--- config.mk ---
export PLATFORM = sky130hd
export DESIGN_NAME = hp_vpu_xif_result
export DESIGN_NICKNAME = d
export VERILOG_FILES = /design/src/rtl/hp_vpu_pkg.sv /design/src/rtl/hp_vpu_sync_fifo.sv /design/src/rtl/hp_vpu_xif_result.sv
export SDC_FILE = /design/constraint.sdc
export NUM_CORES = 1
export LEC_CHECK = 0
export ABC_CLOCK_PERIOD_IN_PS = 2830
export CAP_MARGIN = 20
export CORE_ASPECT_RATIO = 1.2
export CORE_MARGIN = 2
export CORE_UTILIZATION = 50
export CTS_BUF_LIST = sky130_fd_sc_hd__clkbuf_16
export CTS_CLUSTER_DIAMETER = 60
export DETAILED_ROUTE_END_ITERATION = 12
export HOLD_SLACK_MARGIN = 0.08
export PLACE_DENSITY = 0.73
export SLEW_MARGIN = 20
export SYNTH_ARGS = -nofsm -noshare
export SYNTH_HDL_FRONTEND = slang
export SYNTH_SLANG_ARGS = --single-unit
export TNS_END_PERCENT = 1
--- constraint.sdc ---
create_clock -name clk_i -period 2.83 [get_ports clk_i]
set_input_delay 0.566 -clock clk_i [delete_from_list [all_inputs] [get_ports clk_i]]
set_output_delay 0.566 -clock clk_i [all_outputs]
set_load 0.01 [all_outputs]
--- src/rtl/hp_vpu_pkg.sv ---
// Hyperplane VPU shared types and constants.
// Holds the CV-X-IF result bundle layout and its defaults.
package hp_vpu_pkg;

    localparam int XIF_ID_W = 4;
    localparam int XIF_XLEN = 32;

    localparam logic [5:0] XIF_EXC_ILLEGAL = 6'd2;

    typedef struct packed {
        logic [XIF_ID_W-1:0] id;
        logic [XIF_XLEN-1:0] data;
        logic [4:0]          rd;
        logic                we;
        logic                exc;
        logic [5:0]          exccode;
    } xif_result_t;

endpackage

--- src/rtl/hp_vpu_sync_fifo.sv ---
// Synchronous FIFO with a combinational head read port.
// Full and empty are told apart by an extra pointer bit.
module hp_vpu_sync_fifo #(
    parameter int WIDTH = 8,
    parameter int DEPTH = 4
) (
    input  logic             clk_i,
    input  logic             rst_ni,
    input  logic             push,
    input  logic [WIDTH-1:0] wdata,
    input  logic             pop,
    output logic [WIDTH-1:0] head,
    output logic             full,
    output logic             empty
);

    localparam int AW = $clog2(DEPTH);

    logic [AW:0]      wptr;
    logic [AW:0]      rptr;
    logic [WIDTH-1:0] mem [DEPTH];
    logic             do_push;
    logic             do_pop;

    assign do_push = push && !full;
    assign do_pop  = pop && !empty;

    assign empty = (wptr == rptr);
    assign full  = (wptr[AW] != rptr[AW]) &&
                   (wptr[AW-1:0] == rptr[AW-1:0]);
    assign head  = mem[rptr[AW-1:0]];

    always_ff @(posedge clk_i or negedge rst_ni) begin
        if (!rst_ni) begin
            wptr <= '0;
            rptr <= '0;
        end else begin
            if (do_push) wptr <= wptr + {{AW{1'b0}}, 1'b1};
            if (do_pop)  rptr <= rptr + {{AW{1'b0}}, 1'b1};
        end
    end

    always_ff @(posedge clk_i) begin
        if (do_push) mem[wptr[AW-1:0]] <= wdata;
    end

endmodule

--- src/rtl/hp_vpu_xif_result.sv ---
// CV-X-IF result transmitter: buffers completions and releases
// them only once the CPU has committed; killed ones are dropped.
module hp_vpu_xif_result
    import hp_vpu_pkg::*;
#(
    parameter int DEPTH = 4,
    parameter int ID_W  = XIF_ID_W,
    parameter int XLEN  = XIF_XLEN
) (
    input  logic            clk_i,
    input  logic            rst_ni,
    input  logic            cpl_valid_i,
    output logic            cpl_ready_o,
    input  logic [ID_W-1:0] cpl_id_i,
    input  logic [XLEN-1:0] cpl_data_i,
    input  logic [4:0]      cpl_rd_i,
    input  logic            cpl_we_i,
    input  logic            cpl_exc_i,
    input  logic [5:0]      cpl_exccode_i,
    input  logic            commit_valid_i,
    input  logic [ID_W-1:0] commit_id_i,
    input  logic            commit_kill_i,
    output logic            result_valid_o,
    input  logic            result_ready_i,
    output logic [ID_W-1:0] result_id_o,
    output logic [XLEN-1:0] result_data_o,
    output logic [4:0]      result_rd_o,
    output logic            result_we_o,
    output logic            result_exc_o,
    output logic [5:0]      result_exccode_o,
    output logic            idle_o
);

    localparam int NID = 1 << ID_W;

    // Same layout as xif_result_t, at this instance's widths.
    typedef struct packed {
        logic [ID_W-1:0] id;
        logic [XLEN-1:0] data;
        logic [4:0]      rd;
        logic            we;
        logic            exc;
        logic [5:0]      exccode;
    } entry_t;

    entry_t         wr_entry;
    entry_t         head;
    entry_t         head_out;
    logic           full;
    logic           empty;
    logic           push;
    logic           pop;
    logic           drop;
    logic           head_cv;
    logic           head_kill;
    logic [NID-1:0] sb_valid;
    logic [NID-1:0] sb_kill;
    logic [NID-1:0] in_buf;

    assign wr_entry = '{id: cpl_id_i, data: cpl_data_i, rd: cpl_rd_i,
                        we: cpl_we_i, exc: cpl_exc_i,
                        exccode: cpl_exccode_i};

    assign cpl_ready_o = !full;
    assign push        = cpl_valid_i && !full;

    hp_vpu_sync_fifo #(
        .WIDTH ($bits(entry_t)),
        .DEPTH (DEPTH)
    ) u_fifo (
        .clk_i  (clk_i),
        .rst_ni (rst_ni),
        .push   (push),
        .wdata  (wr_entry),
        .pop    (pop),
        .head   (head),
        .full   (full),
        .empty  (empty)
    );

    assign head_cv   = sb_valid[head.id];
    assign head_kill = sb_kill[head.id];

    assign drop           = !empty && head_cv && head_kill;
    assign result_valid_o = !empty && head_cv && !head_kill;
    assign pop            = drop || (result_valid_o && result_ready_i);

    // Keep stale memory contents off the port while the buffer is empty.
    assign head_out = empty ? '0 : head;

    assign result_id_o      = head_out.id;
    assign result_data_o    = head_out.data;
    assign result_rd_o      = head_out.rd;
    assign result_we_o      = head_out.we && !head_out.exc;
    assign result_exc_o     = head_out.exc;
    assign result_exccode_o = head_out.exccode;

    assign idle_o = empty && !(|sb_valid);

    always_ff @(posedge clk_i or negedge rst_ni) begin
        if (!rst_ni) begin
            sb_valid <= '0;
            sb_kill  <= '0;
            in_buf   <= '0;
        end else begin
            if (pop) begin
                sb_valid[head.id] <= 1'b0;
                in_buf[head.id]   <= 1'b0;
            end
            if (commit_valid_i) begin
                sb_valid[commit_id_i] <= 1'b1;
                sb_kill[commit_id_i]  <= commit_kill_i;
            end
            if (push) in_buf[cpl_id_i] <= 1'b1;
        end
    end

    always @(posedge clk_i) begin
        if (rst_ni) begin
            if (commit_valid_i)
                assert (!sb_valid[commit_id_i])
                else $error("xif_result: commit to busy id %0d",
                            commit_id_i);
            if (push)
                assert (!in_buf[cpl_id_i] ||
                        (pop && head.id == cpl_id_i))
                else $error("xif_result: duplicate completion id %0d",
                            cpl_id_i);
        end
    end

endmodule

==> flow_summary.toml <==
[synth]
synth_area_um2 = 9520
synth-async-reset-ratio_pct = 16.2
synth_cell_types = 41
synth_seq_cells = 234
syn_area_per_cell_um2 = 18.6
ys.flop_type = "edfxtp_1"
netlist_instances = 511
synth_top_area_share_pct = 61.8
synth_area_leader_cell = "edfxtp_1"
yosys_warnings = 0
synth_fp_nets = 575
synth_edf_count = 196
synth-seq-area-share_pct = 71.8
yosys-top-cells-area = "edfxtp_1 62%, mux4_2 11%, dfrtp_1 10%"

[detailed_routing]
top_layer_used = "met4"
vias = 5171
wl_met3_um = 1220
wl_met1_um = 7890
routed_wl_um = 19800
drt_iter0_markers = 312
dr.pass1.iters = 5
wl_met2_um = 10300
ant_nets = 0
drc = 0
wl_per_cell_um = 21.0
viasPerCell = 5.48

[layout]
drive_gt1_share_pct = 26.9
syn2layout_area_growth_pct = 27.7
fin_cells = 944
n_fill_cell = 1287
final_cell_mix = "196 x edfxtp_1, 80 x clkdlybuf4s50_1, 49 x mux4_2"
final_cell_area_um2 = 12200
antenna_cells = 0
utilization_pct = 64.7
final_common_cell = "edfxtp_1"
nNetsFinal = 734

[worst_hold_path]
min_path_type = "input pin to asynchronous set/reset pin"

[worst_setup_path]
r2r_setup_slack_ps = 200
cp.required_ps = 2260
cp_max_fo = 19
cpMostUsedCell = "buf_12"
timing.reg2reg.worst_path_depth = 10
critical_path.top_delay_family = "buffers and inverters"
crit_start = "u_fifo.rptr[1]$_DFFE_PN0P_"
slowest_stage = "clkdlybuf4s50_1"
r2r_end = "sb_valid[13]$_DFF_PN0_"
worstSetupPathType = "flip-flop to primary output"
critPathCaptureType = "primary output"
r2r_start = "u_fifo.rptr[0]$_DFFE_PN0P_"
cpPeakStageDelay_ps = 570
cp-start-kind = "flip-flop"
worst_ep_arrival_time_ps = 2540
worst-path-buf-inv = 4
cp_cell_sequence = "buf_12, xor2_4, nor3_4, buf_12, buf_12, nor2b_1, clkdlybuf4s50_1"

[flow_run]
cap_violations = 0

[clock_network]
clkSinkCount = 234
cts-root-buf = "clkbuf_16"
cts_htree_levels = 1
postCtsHoldBufs = 0
cts_tree = "done"
clk_pin_slew_ps = 60
clk_latency_ps = 510
cts_buffer_depth = 3
numCtsBuffers = 24

[timing]
tightest_slew_ps = 609
max_freq_mhz = 322
setup_viol_count_final = 31
fin_ws_ps = -273
period_minus_slack_ps = 3100
rsz0062_at_grt = "yes"
slew_violations = 0
relSlewSlack_pct = 59.3
fin_worst_skew_ps = 12.7
hold_violations = 0
period_share_pct = 110

[floorplanning]
die_y_um = 155
die_w_um = 130
coreArea_um2 = 18800
fp-row-count = 55
initial_core_util_pct = 50.7
dieArea_um2 = 20200
ios = 111

[outcome]
violations = "setup timing"
status = "complete, but fails checks"

[pwr]
total_power_uw = 14500
static-leakage-power_uw = 0.00441
peakVddDrop_v = 0.000786
p_per_area_nw_per_um2 = 1190

[global_route]
antenna_found_initial = 0
grt_overflow_total = 0
grt_max_degree = 49
grt_first_pass_wirelength_um = 30900
grt.total_usage_pct = 20.2
grt_pass1_vias = 5568

[place]
place_area_um2 = 11200
gp_congestion = 0.902
io_buffer_count = 110
placed_cells = 889
post-place-ws_ps = -117
hpwlAfterDp_um = 12800
==> cell usage after synthesis, drive strengths merged, types with 6 or more instances <==
cell and n:
a21o 16, buf 12, clkbuf 11, dfrtp 38, edfxtp 196, mux2 19
mux2i 21, mux4 48, nand2 6, nand4 17, nor2 22, nor2b 46
==> area by class of cell <==
cell class                      instances  area (µm²)  area share [%]
Sequential cell                       234        6840            56.3
Clock inverter                         19        95.1           0.782
Inverter                                4        15.0           0.124
Multi-Input combinational cell        251        2700            22.2
Timing Repair Buffer                  155        1560            12.8
Clock buffer                           25         626            5.15
Tap cell                              256         320            2.64
==> logic make-up (layout without fill, tap and decap cells) <==
logic type / after synthesis / after routing / share of synthesized area (%)
xor gates and xnor gates: 7 / 7 / 0.644
buffers and inverters: 27 / 203 / 1.37
AOI/OAI and AO/OA: 29 / 29 / 2.43
and+or+nand+nor: 121 / 121 / 7.20
DFF: 234 / 234 / 71.8
muxes: 88 / 89 / 15.9
adders and majority gates: 5 / 5 / 0.657
==> flip-flops by register name (all words and copies together), names as in the netlist <==
name	count
sb_kill	16
sb_valid	16
u_fifo.rptr	3
u_fifo.wptr	3
u_fifo.mem	196
==> worst max-delay path by stage <==
stage | end | cells past startpoint
after floorplan | u_fifo.mem[3][0]$_DFFE_PP_ | 5
after global placement | result_valid_o | 7
after detailed placement | result_valid_o | 7
after CTS | result_data_o[9] | 5
after global routing | result_valid_o | 8
final | result_exccode_o[5] | 7
==> power breakdown <==
part / internal, µW / total [µW] / switching (µW)
clock: 1600 / 2850 / 1250
sequential: 4670 / 5010 / 345
combinational: 3420 / 6650 / 3230
total: 9690 / 14500 / 4820
==> worst register-to-register path: cells and delay by family (launching register included) <==
kind                   cells  cell delay [ps]
AND/OR/NAND/NOR            1              150
multiplexers               3              820
buffers and inverters      3              490
flip-flops                 1              510
AO/OA/AOI/OAI              3              560
==> layer usage <==
metal	global-route usage [%]	up-vias
li1	-	2358
met1	25.7	2646
met2	35.0	140
met3	5.09	27
met4	4.97	0
met5	0	-
==> per-stage QoR <==
| step | setup TNS [ps] | hold slack, ps |
|---|---|---|
| floorplan | 0 | 270 |
| global placement | -697 | 475 |
| detailed placement | -427 | 487 |
| CTS | -8160 | 495 |
| global route | -8510 | 518 |
| finish | -5200 | 497 |
==> timing repair <==
item / 4_1_cts / 5_1_grt
setup endpoints to repair: 52 / 66
buffers inserted: 9 / 0
gates cloned: 2 / 0
gates resized for setup: 61 / 31
pin swaps: 3 / 1
hold endpoints to repair: 0 / 0
Power figures use the tool's default switching activity.
